[config.mk]
export PLATFORM = sky130hd
export DESIGN_NAME = maze_game_controller_flat
export DESIGN_NICKNAME = d
export VERILOG_FILES = /design/src/rtl/maze_game_if.sv /design/src/rtl/maze_game_controller.sv /design/src/flat_wrapper.sv
export SDC_FILE = /design/constraint.sdc
export NUM_CORES = 1
export LEC_CHECK = 0
export CORE_ASPECT_RATIO = 1.4
export CORE_MARGIN = 5
export CORE_UTILIZATION = 50
export DETAILED_ROUTE_END_ITERATION = 10
export PLACE_DENSITY = 0.74
export SYNTH_ARGS = -nofsm -noshare
export SYNTH_HDL_FRONTEND = slang
export SYNTH_SLANG_ARGS = --single-unit
export TNS_END_PERCENT = 5
[constraint.sdc]
create_clock -name pixel_clk -period 3 [get_ports pixel_clk]
set_input_delay 0.9 -clock pixel_clk [delete_from_list [all_inputs] [get_ports pixel_clk]]
set_output_delay 0.9 -clock pixel_clk [all_outputs]
set_load 0.03 [all_outputs]
[src/rtl/maze_game_if.sv]
// Signal bundle between the maze game controller and the VGA timing / level renderer side.
// The controller is the master: it owns the player position and game status.
interface maze_game_if;
  logic [9:0] col;
  logic [8:0] row;
  logic [3:0] switches;
  logic       on_path;
  logic       at_finish;
  logic [9:0] player_x;
  logic [9:0] player_y;
  logic [1:0] level;
  logic [1:0] lives;
  logic [2:0] state;
  logic       flash;
  logic       game_over;

  modport master (
    input  col, row, switches, on_path, at_finish,
    output player_x, player_y, level, lives, state, flash, game_over
  );

  modport slave (
    output col, row, switches, on_path, at_finish,
    input  player_x, player_y, level, lives, state, flash, game_over
  );
endinterface

[src/rtl/maze_game_controller.sv]
// Per-frame sequencer for the maze game: player position, level, lives and game state.
// Everything advances on a one-cycle frame tick derived from the scan counters reaching (0,0).
module maze_game_controller #(
  parameter int unsigned NUM_LEVELS   = 3,
  parameter int unsigned START_X      = 113,
  parameter int unsigned START_Y      = 443,
  parameter int unsigned STEP         = 5,
  parameter int unsigned MOVE_FRAMES  = 2,
  parameter int unsigned DEATH_FRAMES = 60,
  parameter int unsigned WIN_FRAMES   = 120,
  parameter int unsigned LIVES        = 3,
  parameter int unsigned MAX_X        = 615,
  parameter int unsigned MAX_Y        = 455
) (
  input  logic           pixel_clk,
  input  logic           resetSwitch,
  maze_game_if.master    bus
);

  typedef enum logic [2:0] {
    StReady    = 3'd0,
    StPlay     = 3'd1,
    StDying    = 3'd2,
    StLevelWon = 3'd3,
    StGameOver = 3'd4,
    StGameWon  = 3'd5
  } state_e;

  localparam int unsigned FrameMax = (WIN_FRAMES > DEATH_FRAMES) ? WIN_FRAMES : DEATH_FRAMES;
  // At least 4 bits so the flash tap (bit 3) always exists.
  localparam int unsigned FrameW   = ($clog2(FrameMax) < 4) ? 4 : $clog2(FrameMax);
  localparam int unsigned MoveW    = (MOVE_FRAMES < 2) ? 1 : $clog2(MOVE_FRAMES);

  localparam logic [9:0]        StartX   = 10'(START_X);
  localparam logic [9:0]        StartY   = 10'(START_Y);
  localparam logic [9:0]        StepV    = 10'(STEP);
  localparam logic [9:0]        MaxXV    = 10'(MAX_X);
  localparam logic [9:0]        MaxYV    = 10'(MAX_Y);
  localparam logic [9:0]        RightLim = 10'(MAX_X - STEP);
  localparam logic [9:0]        DownLim  = 10'(MAX_Y - STEP);
  localparam logic [1:0]        LivesV   = 2'(LIVES);
  localparam logic [1:0]        LastLvl  = 2'(NUM_LEVELS - 1);
  localparam logic [MoveW-1:0]  MoveLast = MoveW'(MOVE_FRAMES - 1);
  localparam logic [FrameW-1:0] DeadLast = FrameW'(DEATH_FRAMES - 1);
  localparam logic [FrameW-1:0] WinLast  = FrameW'(WIN_FRAMES - 1);

  state_e              state_q, state_d;
  logic [9:0]          x_q, x_d, y_q, y_d;
  logic [1:0]          level_q, level_d, lives_q, lives_d;
  logic [MoveW-1:0]    move_cnt_q, move_cnt_d;
  logic [FrameW-1:0]   frame_cnt_q, frame_cnt_d;
  logic                armed_q, armed_d;
  logic                flash_q, flash_d;
  logic                game_over_q, game_over_d;
  logic                origin_q;
  logic                at_origin, tick, sw_idle;

  assign at_origin = (bus.col == 10'd0) && (bus.row == 9'd0);
  assign tick      = at_origin && !origin_q;
  assign sw_idle   = (bus.switches == 4'd0);

  always_comb begin
    state_d     = state_q;
    x_d         = x_q;
    y_d         = y_q;
    level_d     = level_q;
    lives_d     = lives_q;
    move_cnt_d  = move_cnt_q;
    frame_cnt_d = frame_cnt_q;
    armed_d     = armed_q;

    if (tick) begin
      if (sw_idle) armed_d = 1'b1;
      case (state_q)
        StReady: begin
          x_d        = StartX;
          y_d        = StartY;
          move_cnt_d = '0;
          if (armed_q && !sw_idle) begin
            state_d = StPlay;
            armed_d = 1'b0;
          end
        end
        StPlay: begin
          if (bus.at_finish) begin
            state_d     = StLevelWon;
            frame_cnt_d = '0;
          end else if (!bus.on_path) begin
            frame_cnt_d = '0;
            lives_d     = lives_q - 2'd1;
            state_d     = (lives_q == 2'd1) ? StGameOver : StDying;
          end else if (sw_idle) begin
            move_cnt_d = '0;
          end else if (move_cnt_q == MoveLast) begin
            move_cnt_d = '0;
            // Direction priority: left > up > down > right, saturating at the screen edges.
            if (bus.switches[3])      x_d = (x_q < StepV)     ? 10'd0 : x_q - StepV;
            else if (bus.switches[2]) y_d = (y_q < StepV)     ? 10'd0 : y_q - StepV;
            else if (bus.switches[1]) y_d = (y_q >= DownLim)  ? MaxYV : y_q + StepV;
            else                      x_d = (x_q >= RightLim) ? MaxXV : x_q + StepV;
          end else begin
            move_cnt_d = move_cnt_q + 1'b1;
          end
        end
        StDying: begin
          if (frame_cnt_q == DeadLast) begin
            frame_cnt_d = '0;
            x_d         = StartX;
            y_d         = StartY;
            state_d     = StReady;
          end else begin
            frame_cnt_d = frame_cnt_q + 1'b1;
          end
        end
        StLevelWon: begin
          if (frame_cnt_q == WinLast) begin
            frame_cnt_d = '0;
            x_d         = StartX;
            y_d         = StartY;
            if (level_q == LastLvl) begin
              state_d = StGameWon;
            end else begin
              level_d = level_q + 2'd1;
              state_d = StReady;
            end
          end else begin
            frame_cnt_d = frame_cnt_q + 1'b1;
          end
        end
        StGameOver, StGameWon: begin
          if (armed_q && !sw_idle) begin
            level_d = 2'd0;
            lives_d = LivesV;
            x_d     = StartX;
            y_d     = StartY;
            armed_d = 1'b0;
            state_d = StReady;
          end
        end
        default: state_d = StReady;
      endcase
    end

    flash_d     = (state_d == StDying) && frame_cnt_d[3];
    game_over_d = (state_d == StGameOver) || (state_d == StGameWon);
  end

  always_ff @(posedge pixel_clk) begin
    if (resetSwitch) begin
      state_q     <= StReady;
      x_q         <= StartX;
      y_q         <= StartY;
      level_q     <= 2'd0;
      lives_q     <= LivesV;
      move_cnt_q  <= '0;
      frame_cnt_q <= '0;
      armed_q     <= 1'b0;
      flash_q     <= 1'b0;
      game_over_q <= 1'b0;
      origin_q    <= 1'b0;
    end else begin
      state_q     <= state_d;
      x_q         <= x_d;
      y_q         <= y_d;
      level_q     <= level_d;
      lives_q     <= lives_d;
      move_cnt_q  <= move_cnt_d;
      frame_cnt_q <= frame_cnt_d;
      armed_q     <= armed_d;
      flash_q     <= flash_d;
      game_over_q <= game_over_d;
      origin_q    <= at_origin;
    end
  end

  assign bus.player_x  = x_q;
  assign bus.player_y  = y_q;
  assign bus.level     = level_q;
  assign bus.lives     = lives_q;
  assign bus.state     = state_q;
  assign bus.flash     = flash_q;
  assign bus.game_over = game_over_q;

endmodule

[src/flat_wrapper.sv]
// flat-port wrapper written by rule: the top's interface ports become plain ports
module maze_game_controller_flat 
#(
  parameter int unsigned NUM_LEVELS   = 3,
  parameter int unsigned START_X      = 113,
  parameter int unsigned START_Y      = 443,
  parameter int unsigned STEP         = 5,
  parameter int unsigned MOVE_FRAMES  = 2,
  parameter int unsigned DEATH_FRAMES = 60,
  parameter int unsigned WIN_FRAMES   = 120,
  parameter int unsigned LIVES        = 3,
  parameter int unsigned MAX_X        = 615,
  parameter int unsigned MAX_Y        = 455
)
  (pixel_clk, resetSwitch, bus_col, bus_row, bus_switches, bus_on_path, bus_at_finish, bus_player_x, bus_player_y, bus_level, bus_lives, bus_state, bus_flash, bus_game_over);
  maze_game_if bus_i ();
  input  logic pixel_clk;
  input  logic resetSwitch;
  input wire logic [$bits(bus_i.col)-1:0] bus_col;
  input wire logic [$bits(bus_i.row)-1:0] bus_row;
  input wire logic [$bits(bus_i.switches)-1:0] bus_switches;
  input wire logic [$bits(bus_i.on_path)-1:0] bus_on_path;
  input wire logic [$bits(bus_i.at_finish)-1:0] bus_at_finish;
  output wire logic [$bits(bus_i.player_x)-1:0] bus_player_x;
  output wire logic [$bits(bus_i.player_y)-1:0] bus_player_y;
  output wire logic [$bits(bus_i.level)-1:0] bus_level;
  output wire logic [$bits(bus_i.lives)-1:0] bus_lives;
  output wire logic [$bits(bus_i.state)-1:0] bus_state;
  output wire logic [$bits(bus_i.flash)-1:0] bus_flash;
  output wire logic [$bits(bus_i.game_over)-1:0] bus_game_over;
  assign bus_i.col = bus_col;
  assign bus_i.row = bus_row;
  assign bus_i.switches = bus_switches;
  assign bus_i.on_path = bus_on_path;
  assign bus_i.at_finish = bus_at_finish;
  assign bus_player_x = bus_i.player_x;
  assign bus_player_y = bus_i.player_y;
  assign bus_level = bus_i.level;
  assign bus_lives = bus_i.lives;
  assign bus_state = bus_i.state;
  assign bus_flash = bus_i.flash;
  assign bus_game_over = bus_i.game_over;
  maze_game_controller #(.NUM_LEVELS(NUM_LEVELS), .START_X(START_X), .START_Y(START_Y), .STEP(STEP), .MOVE_FRAMES(MOVE_FRAMES), .DEATH_FRAMES(DEATH_FRAMES), .WIN_FRAMES(WIN_FRAMES), .LIVES(LIVES), .MAX_X(MAX_X), .MAX_Y(MAX_Y)) u_core (.pixel_clk(pixel_clk), .resetSwitch(resetSwitch), .bus(bus_i));
endmodule
==> metrics.cfg, run 1 <==
[floorplan]
die_area_sq_mm = 0.00751
core_sq_mm = 0.00578
rows = 33
start_util_pct = 50.7
io_pins = 56
die_h_microns = 101
chipWidth_microns = 74.7

[layout]
fin_cells = 533
drive_gt1_share_pct = 9.72
fill_cells = 540
layout.nets = 498
area_delta_synth_final_pct = 27.9
antenna_cells = 0

[yosys]
syn_area_sq_mm = 0.00293
yosysUniqueCellTypes = 63
yosys_warnings = 0
synth-seq-area-share_pct = 26.6
synth_mux_area_share_pct = 1.37
synth_edf_count = 0
synth-compound-area-share_pct = 27.0
synthFlopType = dfxtp_1
synthSimpleGateAreaFrac_pct = 32.5
synthAdderAreaFrac_pct = 3.84
synth_nets = 436
synth-seq-cells = 39
synthXorXnorAreaFrac_pct = 2.69
async_flop_share_pct = 0
synth_top_family_by_area = simple AND/OR/NAND/NOR gates
synth_cells = 400
synth.avg_cell_area_sq_um = 7.33

[clocking]
cts_tree = yes
ctsHoldBuffers = 0
path_clk_slew_ns = 0.09
cts_root_buf = clkbuf_8
clockBufferDepth = 2
insertion_delay_ns = 0.30
numClockSinks = 39
cts-buffers-inserted = 5
h-tree-depth = 2
post_cts_buffers = 0

[route]
wl_microns = 8670
drt_iter0_drc = 314
final_antenna_net_count = 0
vias = 3272
vias_per_cell = 6.14
drcViolationCount = 0
wire_per_inst_microns = 16.3
dr.pass1.iters = 5

[worst_setup_path]
cp_data_required_time_ns = 3.19
r2r_end = u_core.bus.player_y[4]$_SDFFE_PP1P_
reg2reg_from = u_core.bus.state[1]$_SDFF_PP0_
r2r_slack_ns = 0.60
setup.worst_path.end_class = register
cp.arrival_ns = 3.04
rr_worst_depth = 6
worst-path-max-fanout = 9
worstSetupStartpointType = input port
critPathKind = input port to register

[sta]
relSlewSlack_pct = 49.1
timing.setup.tns_ns = 0
rsz0062_at_grt = false
finalHoldViolCount = 0
tightest_slew_ns = 0.755
finalClockSkew_ns = 0.00731
whs_ns = 0.480
fmax_mhz = 350
post-route-period-util_pct = 95.1
setup_viol_count_final = 0
fin_crit_ns = 2.85
slew_violations = 0

[global_route]
grt.overflow.total = 0
grt.total_usage_pct = 24.1
grt_first_pass_wirelength_microns = 14400
grt_max_degree = 30
grt_pass1_vias = 3192
antenna_found_initial = 0

[power]
p_total_uw = 982
power_density_mw_per_mm2 = 262
p_leak_uw = 0.00136
ir_drop_v = 0.000197

[flow_run]
maxCapViolCount = 0

[place]
place_inst = 525
port_buffers = 55
gp_congestion = 0.905
hpwl_microns = 6480

[min_path]
hp-start = u_core.frame_cnt_q[1]$_SDFFE_PP0P_
hp-class = register to register
whs_path_depth = 2
whs_endpoint = u_core.frame_cnt_q[1]$_SDFFE_PP0P_

[run_status]
status = completed

cell type report:
type	instances	area [sq um]	share of cell area (%)
Multi-Input combinational cell	320	1980	53.0
Inverter	15	56.3	1.50
Sequential cell	39	781	20.8
Clock buffer	5	68.8	1.84
Clock inverter	3	23.8	0.634
Timing Repair Buffer	81	746	19.9
Tap cell	70	87.6	2.34
worst max-delay path: stages:
cell and delay [ns]:
clkdlybuf4s50_1 0.41, nor4_1 0.32, nand3_1 0.16, or3_4 0.40, buf_4 0.16, nor3_4 0.27
buf_4 0.22, o211a_1 0.15, o21ai_0 0.07
synth_stat cells (all sizes together), types with 5 or more instances:
cell / number / area [sq um]
nor3: 23 / 131
a211oi: 7 / 57.6
dfxtp: 39 / 781
nand2: 36 / 135
nand2b: 12 / 75.1
inv: 15 / 56.3
clkbuf: 20 / 75.1
ha: 9 / 113
o31ai: 6 / 45.0
nor4: 14 / 93.8
and3: 5 / 31.3
buf: 6 / 43.8
nand3: 15 / 75.1
nor2b: 7 / 43.8
o21ai: 32 / 160
or3: 9 / 61.3
a21oi: 24 / 120
a31oi: 5 / 31.3
xnor2: 7 / 61.3
nor2: 39 / 146
cell families after synthesis:
kind of cell / after synthesis
and+or+nand+nor: 181
AOI/OAI and AO/OA: 117
buffers and inverters: 41
DFF: 39
xor gates and xnor gates: 9
adders and majority gates: 9
muxes: 4
per-layer routing:
layer  global-route usage (%)  vias up  routed length (microns)
met2                     43.4       83                     4690
met3                     3.59       19                      379
met5                        0        -                        0
li1                         -     1619                        -
met1                     26.8     1551                     3330
met4                     11.9        0                      263
how the worst max path moves through the flow:
stage / startpoint / end / slack [ns] / cells after the start
after floorplan: bus_row[4] / u_core.bus.player_y[4]$_SDFFE_PP1P_ / 0.33 / 8
after global placement: bus_col[9] / u_core.bus.flash$_SDFF_PP0_ / -0.23 / 7
after detailed placement: bus_col[5] / u_core.bus.flash$_SDFF_PP0_ / -0.34 / 7
after CTS: bus_col[5] / u_core.bus.player_x[6]$_SDFFE_PP1P_ / 0.06 / 9
after global routing: bus_row[4] / u_core.bus.player_x[0]$_SDFFE_PP1P_ / 0.05 / 9
final: bus_col[5] / u_core.bus.player_x[6]$_SDFFE_PP1P_ / 0.15 / 9
report_power, final:
part	internal, uW	switching, uW	leakage (uW)	total (uW)
sequential	517	0.000856	0.000315	517
combinational	45.6	38.8	0.00100	84.4
clock	166	214	0.0000408	381
total	729	253	0.00136	982
per-stage QoR:
step | area, sq um | setup slack [ns] | utilization (%)
after floorplan | 2930 | 0.325 | -
after global placement | 3640 | -0.235 | 63.1
after detailed placement | 3640 | -0.344 | 63.1
after CTS | 3740 | 0.0624 | 64.7
after global routing | 3750 | 0.0475 | 64.8
final | 3750 | 0.146 | 64.8
repair_timing:
| action | in CTS | in global routing |
|---|---|---|
| cloned | 0 | 0 |
| setup endpoints to repair | 2 | 4 |
| pin swaps | 0 | 0 |
| gates resized for setup | 1 | 1 |
registers in the layout, summed over array words and instances (netlist names):
name                  count
u_core.bus.flash          1
u_core.bus.player_y      10
u_core.frame_cnt_q        7
u_core.move_cnt_q         1
u_core.bus.player_x      10
u_core.bus.state          3
u_core.origin_q           1
u_core.bus.lives          2
u_core.bus.game_over      1
u_core.armed_q            1
u_core.bus.level          2
placed cells by master, fill, tap and decap left out, drive strengths merged, types with 5 or more instances in the layout:
master,instances
a31oi,5
nor2,39
nor2b,7
clkdlybuf4s50,55
inv,16
a21oi,24
a211oi,7
clkbuf,5
nand3,15
nor3,23
o21ai,32
dfxtp,39
and3,5
xnor2,7
buf,26
o31ai,6
or3,9
nand2,36
nor4,14
nand2b,12
ha,9
Power figures use the tool's default switching activity.
==> inputs of run 2 (changes only) <==
--- a/config.mk
+++ b/config.mk
@@ -9,7 +9,8 @@
 export CORE_MARGIN = 5
 export CORE_UTILIZATION = 50
 export DETAILED_ROUTE_END_ITERATION = 10
-export PLACE_DENSITY = 0.74
+export DONT_BUFFER_PORTS = 1
+export PLACE_DENSITY = 0.62
 export SYNTH_ARGS = -nofsm -noshare
 export SYNTH_HDL_FRONTEND = slang
 export SYNTH_SLANG_ARGS = --single-unit
==> run 2 against run 1 <==
Net effect: clock skew decreased by 0.0012 ns; highest routed layer unchanged; flip-flop and latch count unchanged; total power increased by 3.1%; largest cell class unchanged; final cell count decreased by 12%; non-clock buffer count decreased by 62; count of clock-buffer cells in the layout increased by 1.
==> metrics.cfg, run 2 (synthesized netlist as in run 1, its figures left out) <==
[clocking]
numClockSinks = 39
cts_tree = yes
post_cts_buffers = 0
ctsResizeCount = 0
insertion_delay_ns = 0.30
h-tree-depth = 2
cts-buffers-inserted = 5
path_clk_slew_ns = 0.08
ctsHoldBuffers = 0
clockBufferDepth = 2
cts_root_buf = clkbuf_8

[worst_setup_path]
cpMostUsedCell = or3_1
cp_data_required_time_ns = 3.18
critPathKind = input port to register
critPathSlowestCell = or3_1
worstSetupStartpointType = input port
rr_worst_depth = 7
endpoint = u_core.bus.flash$_SDFF_PP0_
r2r_end = u_core.bus.player_y[5]$_SDFFE_PP1P_
startpoint = bus_col[9]
worst-path-max-fanout = 7
cpPeakStageDelay_ns = 0.49
setup.worst_path.end_class = register
crit_chain = nor4_1 -> nand3_1 -> or3_1 -> or3_1 -> a32o_1 -> nor4bb_1
cp.arrival_ns = 2.72
r2r_slack_ns = 0.55
reg2reg_from = u_core.bus.state[2]$_SDFF_PP0_

[route]
drt_iter0_drc = 171
wl_microns = 8010
drcViolationCount = 0
dr.pass1.iters = 5
wire_per_inst_microns = 17.0
vias_per_cell = 6.35
final_antenna_net_count = 0
vias = 2993

[sta]
relSlewSlack_pct = 53.6
slew_violations = 0
finalHoldViolCount = 0
setup_viol_count_final = 0
post-route-period-util_pct = 84.7
timing.setup.tns_ns = 0
fin_crit_ns = 2.54
tightest_slew_ns = 0.689
rsz0062_at_grt = false
finalClockSkew_ns = 0.00606
fmax_mhz = 393

[place]
gp_congestion = 0.893
hpwl_microns = 6030
port_buffers = 0
post_dp_cell_area_sq_mm = 0.00304

[run_status]
status = completed

[min_path]
hp-class = register to register
hp-start = u_core.frame_cnt_q[1]$_SDFFE_PP0P_

[flow_run]
maxCapViolCount = 0

[power]
ir_drop_v = 0.000208
power_density_mw_per_mm2 = 320
p_leak_uw = 0.00113
p_total_uw = 1010

[floorplan]
die_h_microns = 101
chipWidth_microns = 74.7
die_area_sq_mm = 0.00751
io_pins = 56
rows = 33
core_sq_mm = 0.00578
start_util_pct = 50.7

[global_route]
grt_pass1_vias = 2759
grt.total_usage_pct = 22.4
grt_first_pass_wirelength_microns = 13300
grt_max_degree = 31
antenna_found_initial = 0
grt.overflow.total = 0

[layout]
layout.nets = 436
drive_gt1_share_pct = 8.98
area_delta_synth_final_pct = 7.81
final_util_pct = 54.7
fin_area_sq_mm = 0.00316
antenna_cells = 0
final_cell_mix = 39 x nor2_1, 39 x dfxtp_1, 36 x nand2_1

==> run 2: cell type report <==
cell class                      count  area [sq um]
Tap cell                           70          87.6
Sequential cell                    39           781
Fill cell                         601          2620
Timing Repair Buffer               19           143
Multi-Input combinational cell    320          1970
Inverter                           15          56.3
Clock inverter                      2          35.0
Clock buffer                        6          82.6
==> run 2: how the worst min path moves through the flow <==
stage,to,cells after the start
after CTS,u_core.frame_cnt_q[1]$_SDFFE_PP0P_,2
final,u_core.frame_cnt_q[1]$_SDFFE_PP0P_,2
after detailed placement,u_core.frame_cnt_q[1]$_SDFFE_PP0P_,2
after floorplan,u_core.frame_cnt_q[1]$_SDFFE_PP0P_,2
after global placement,u_core.frame_cnt_q[1]$_SDFFE_PP0P_,2
after global routing,u_core.frame_cnt_q[1]$_SDFFE_PP0P_,2
==> run 2: power by group <==
| group | switching, uW | leakage (uW) | internal (uW) |
|---|---|---|---|
| sequential | 0.00140 | 0.000315 | 517 |
| combinational | 14.4 | 0.000754 | 10.3 |
| clock | 201 | 0.0000612 | 270 |
==> run 2: layer usage <==
layer | share of wire [%] | routed length [microns] | up-vias | global-route usage, %
li1 | - | - | 1499 | -
met1 | 41 | 3280 | 1400 | 27.7
met2 | 52 | 4200 | 81 | 38.1
met3 | 4.9 | 392 | 13 | 3.89
met4 | 1.9 | 151 | 0 | 7.95
met5 | 0 | 0 | - | 0
==> run 2: worst max-delay path, delay by kind of cell <==
family             cells  cell delay (ns)
AOI/OAI and AO/OA      1             0.30
and+or+nand+nor        5             1.51
==> run 2: through the flow <==
step                instances  hold WS, ns  worst slack [ns]
finish                    471        0.479             0.458
global route              471        0.503             0.289
CTS                       471        0.484             0.458
detailed placement        463        0.471             0.138
global placement          463        0.466             0.157
floorplan                 400        0.449             0.325
==> inputs of run 3 (changes only) <==
==> constraint.sdc (replaced) <==
create_clock -name pixel_clk -period 2.4 [get_ports pixel_clk]
set_input_delay 0.72 -clock pixel_clk [delete_from_list [all_inputs] [get_ports pixel_clk]]
set_output_delay 0.72 -clock pixel_clk [all_outputs]
set_load 0.03 [all_outputs]
==> run 3 against run 2 <==
Net effect: clock skew shrank 0.00066 ns; design area grew 6.8%; via count increased by 3.5%; critical endpoint is now u_core.bus.player_y[5]$_SDFFE_PP1P_; largest power group unchanged; clock power grew 26%.
==> metrics.cfg, run 3 (synthesized netlist as in run 1, its figures left out) <==
[worst_setup_path]
crit_chain = nor4_1 -> nand3_1 -> or3_4 -> buf_4 -> or3_4 -> a21oi_1 -> o221ai_1
worst-path-max-fanout = 11
reg2reg_from = u_core.frame_cnt_q[0]$_SDFFE_PP0P_
cp.arrival_ns = 2.42
critPathKind = input port to register
cp_data_required_time_ns = 2.57
worstSetupStartpointType = input port
setup.worst_path.end_class = register
cpPeakStageDelay_ns = 0.44
critPathSlowestCell = or3_4
cpMostUsedCell = or3_4
r2r_end = u_core.bus.player_y[5]$_SDFFE_PP1P_
rr_worst_depth = 7
r2r_slack_ns = 0.21

[sta]
setup_viol_count_final = 0
finalHoldViolCount = 0
tightest_slew_ns = 0.638
slew_violations = 0
timing.setup.tns_ns = 0
fin_crit_ns = 2.25
relSlewSlack_pct = 57.4
post-route-period-util_pct = 93.8
fmax_mhz = 444
rsz0062_at_grt = true
finalClockSkew_ns = 0.00540

[floorplan]
die_area_sq_mm = 0.00751
die_h_microns = 101
io_pins = 56
rows = 33
core_sq_mm = 0.00578
start_util_pct = 50.7
chipWidth_microns = 74.7

[power]
power.switching_uw = 267
p_leak_uw = 0.00125
seqPwrFrac_pct = 50.9
p_clk_share_pct = 46.5
internal-power_uw = 1000
ir_drop_v = 0.000249
switching_share_pct = 21.0
power_density_mw_per_mm2 = 377
p_comb_share_pct = 2.6

[global_route]
grt_first_pass_wirelength_microns = 14000
grt_max_degree = 31
grt.overflow.total = 0
grt_pass1_vias = 2963
grt.total_usage_pct = 23.4
antenna_found_initial = 0

[min_path]
hp-start = u_core.frame_cnt_q[1]$_SDFFE_PP0P_
whs_path_depth = 2
hp-class = register to register
whs_endpoint = u_core.frame_cnt_q[1]$_SDFFE_PP0P_

[layout]
final_util_pct = 58.4
drive_gt1_share_pct = 15.1
fill_cells = 586
area_delta_synth_final_pct = 15.1
antenna_cells = 0
final_cell_mix = 42 x buf_4, 39 x nor2_1, 39 x dfxtp_1
layout_commonest_cell = buf_4
layout.nets = 459
fin_cells = 494

[route]
final_antenna_net_count = 0
dr_wl_met2_microns = 4420
highest_layer = met4
wl_met3_microns = 413
vias_per_cell = 6.27
wl_microns = 8450
wl_met1_microns = 3480
vias = 3098
drt_iter0_drc = 252
dr.pass1.iters = 5
drcViolationCount = 0
wire_per_inst_microns = 17.1

[clocking]
path_clk_slew_ns = 0.08
insertion_delay_ns = 0.29
cts_tree = yes
clockBufferDepth = 2
h-tree-depth = 2
cts_root_buf = clkbuf_8
cts-buffers-inserted = 5
ctsHoldBuffers = 0
numClockSinks = 39
post_cts_buffers = 0

[place]
port_buffers = 0
place_inst = 486
gp_congestion = 0.911
hpwl_microns = 6450

[run_status]
status = completed

[flow_run]
maxCapViolCount = 0

==> run 3: per-layer routing <==
layer / vias to the layer above / global-route usage, %
met5: - / 0
met4: 0 / 8.49
met3: 12 / 4.19
met2: 89 / 40.1
met1: 1457 / 28.5
li1: 1540 / -
==> run 3: what timing repair did <==
action / CTS / global route
gates resized for setup: 0 / 4
endpoints found under the setup margin: 0 / 22
endpoints found under the hold margin: 0 / 0
==> run 3: critical path, delay by kind of cell <==
family / cells / cell delay, ns
AND/OR/NAND/NOR: 4 / 1.24
AO/OA/AOI/OAI: 2 / 0.27
buffers and inverters: 1 / 0.18
==> run 3: worst max path at each step <==
stage | depth (start not counted) | slack, ns | to | from
after floorplan | 8 | -0.05 | u_core.bus.player_y[4]$_SDFFE_PP1P_ | bus_row[4]
after global placement | 7 | -0.21 | u_core.bus.player_y[4]$_SDFFE_PP1P_ | bus_col[5]
after detailed placement | 7 | -0.27 | u_core.bus.player_y[0]$_SDFFE_PP1P_ | bus_col[5]
after CTS | 6 | 0.04 | u_core.frame_cnt_q[1]$_SDFFE_PP0P_ | bus_col[5]
after global routing | 7 | -0.008 | u_core.bus.player_y[5]$_SDFFE_PP1P_ | bus_col[1]
final | 7 | 0.15 | u_core.bus.player_y[5]$_SDFFE_PP1P_ | bus_col[9]
==> run 3: final cells by class <==
class / count / area, sq um / area share [%]
inverters: 15 / 56.3 / 1.67
clock buffers: 6 / 82.6 / 2.45
multi-input cells: 320 / 2010 / 59.6
repair buffers: 42 / 315 / 9.35
well taps: 70 / 87.6 / 2.60
clock inverters: 2 / 38.8 / 1.15
flip-flops and latches: 39 / 781 / 23.1
==> run 3: metrics by stage <==
step           power, uW  instance area, sq um  setup WS, ns  hold slack (ns)
2_1_floorplan        700                  2950       -0.0483            0.449
3_3_place_gp         694                  3230        -0.206            0.466
3_5_place_dp         694                  3230        -0.269            0.465
4_1_cts             1280                  3350        0.0375            0.477
5_1_grt             1320                  3370      -0.00768            0.469
6_report            1270                  3370         0.149            0.482
==> run 3: power groups by stage <==
stage	Clock [uW]	Combinational (uW)	Sequential, uW
after floorplan	0	38.0	662
after global placement	0	32.7	662
after global routing	637	36.8	646
after detailed placement	0	32.8	662
after CTS	604	33.0	646
final	591	33.2	646
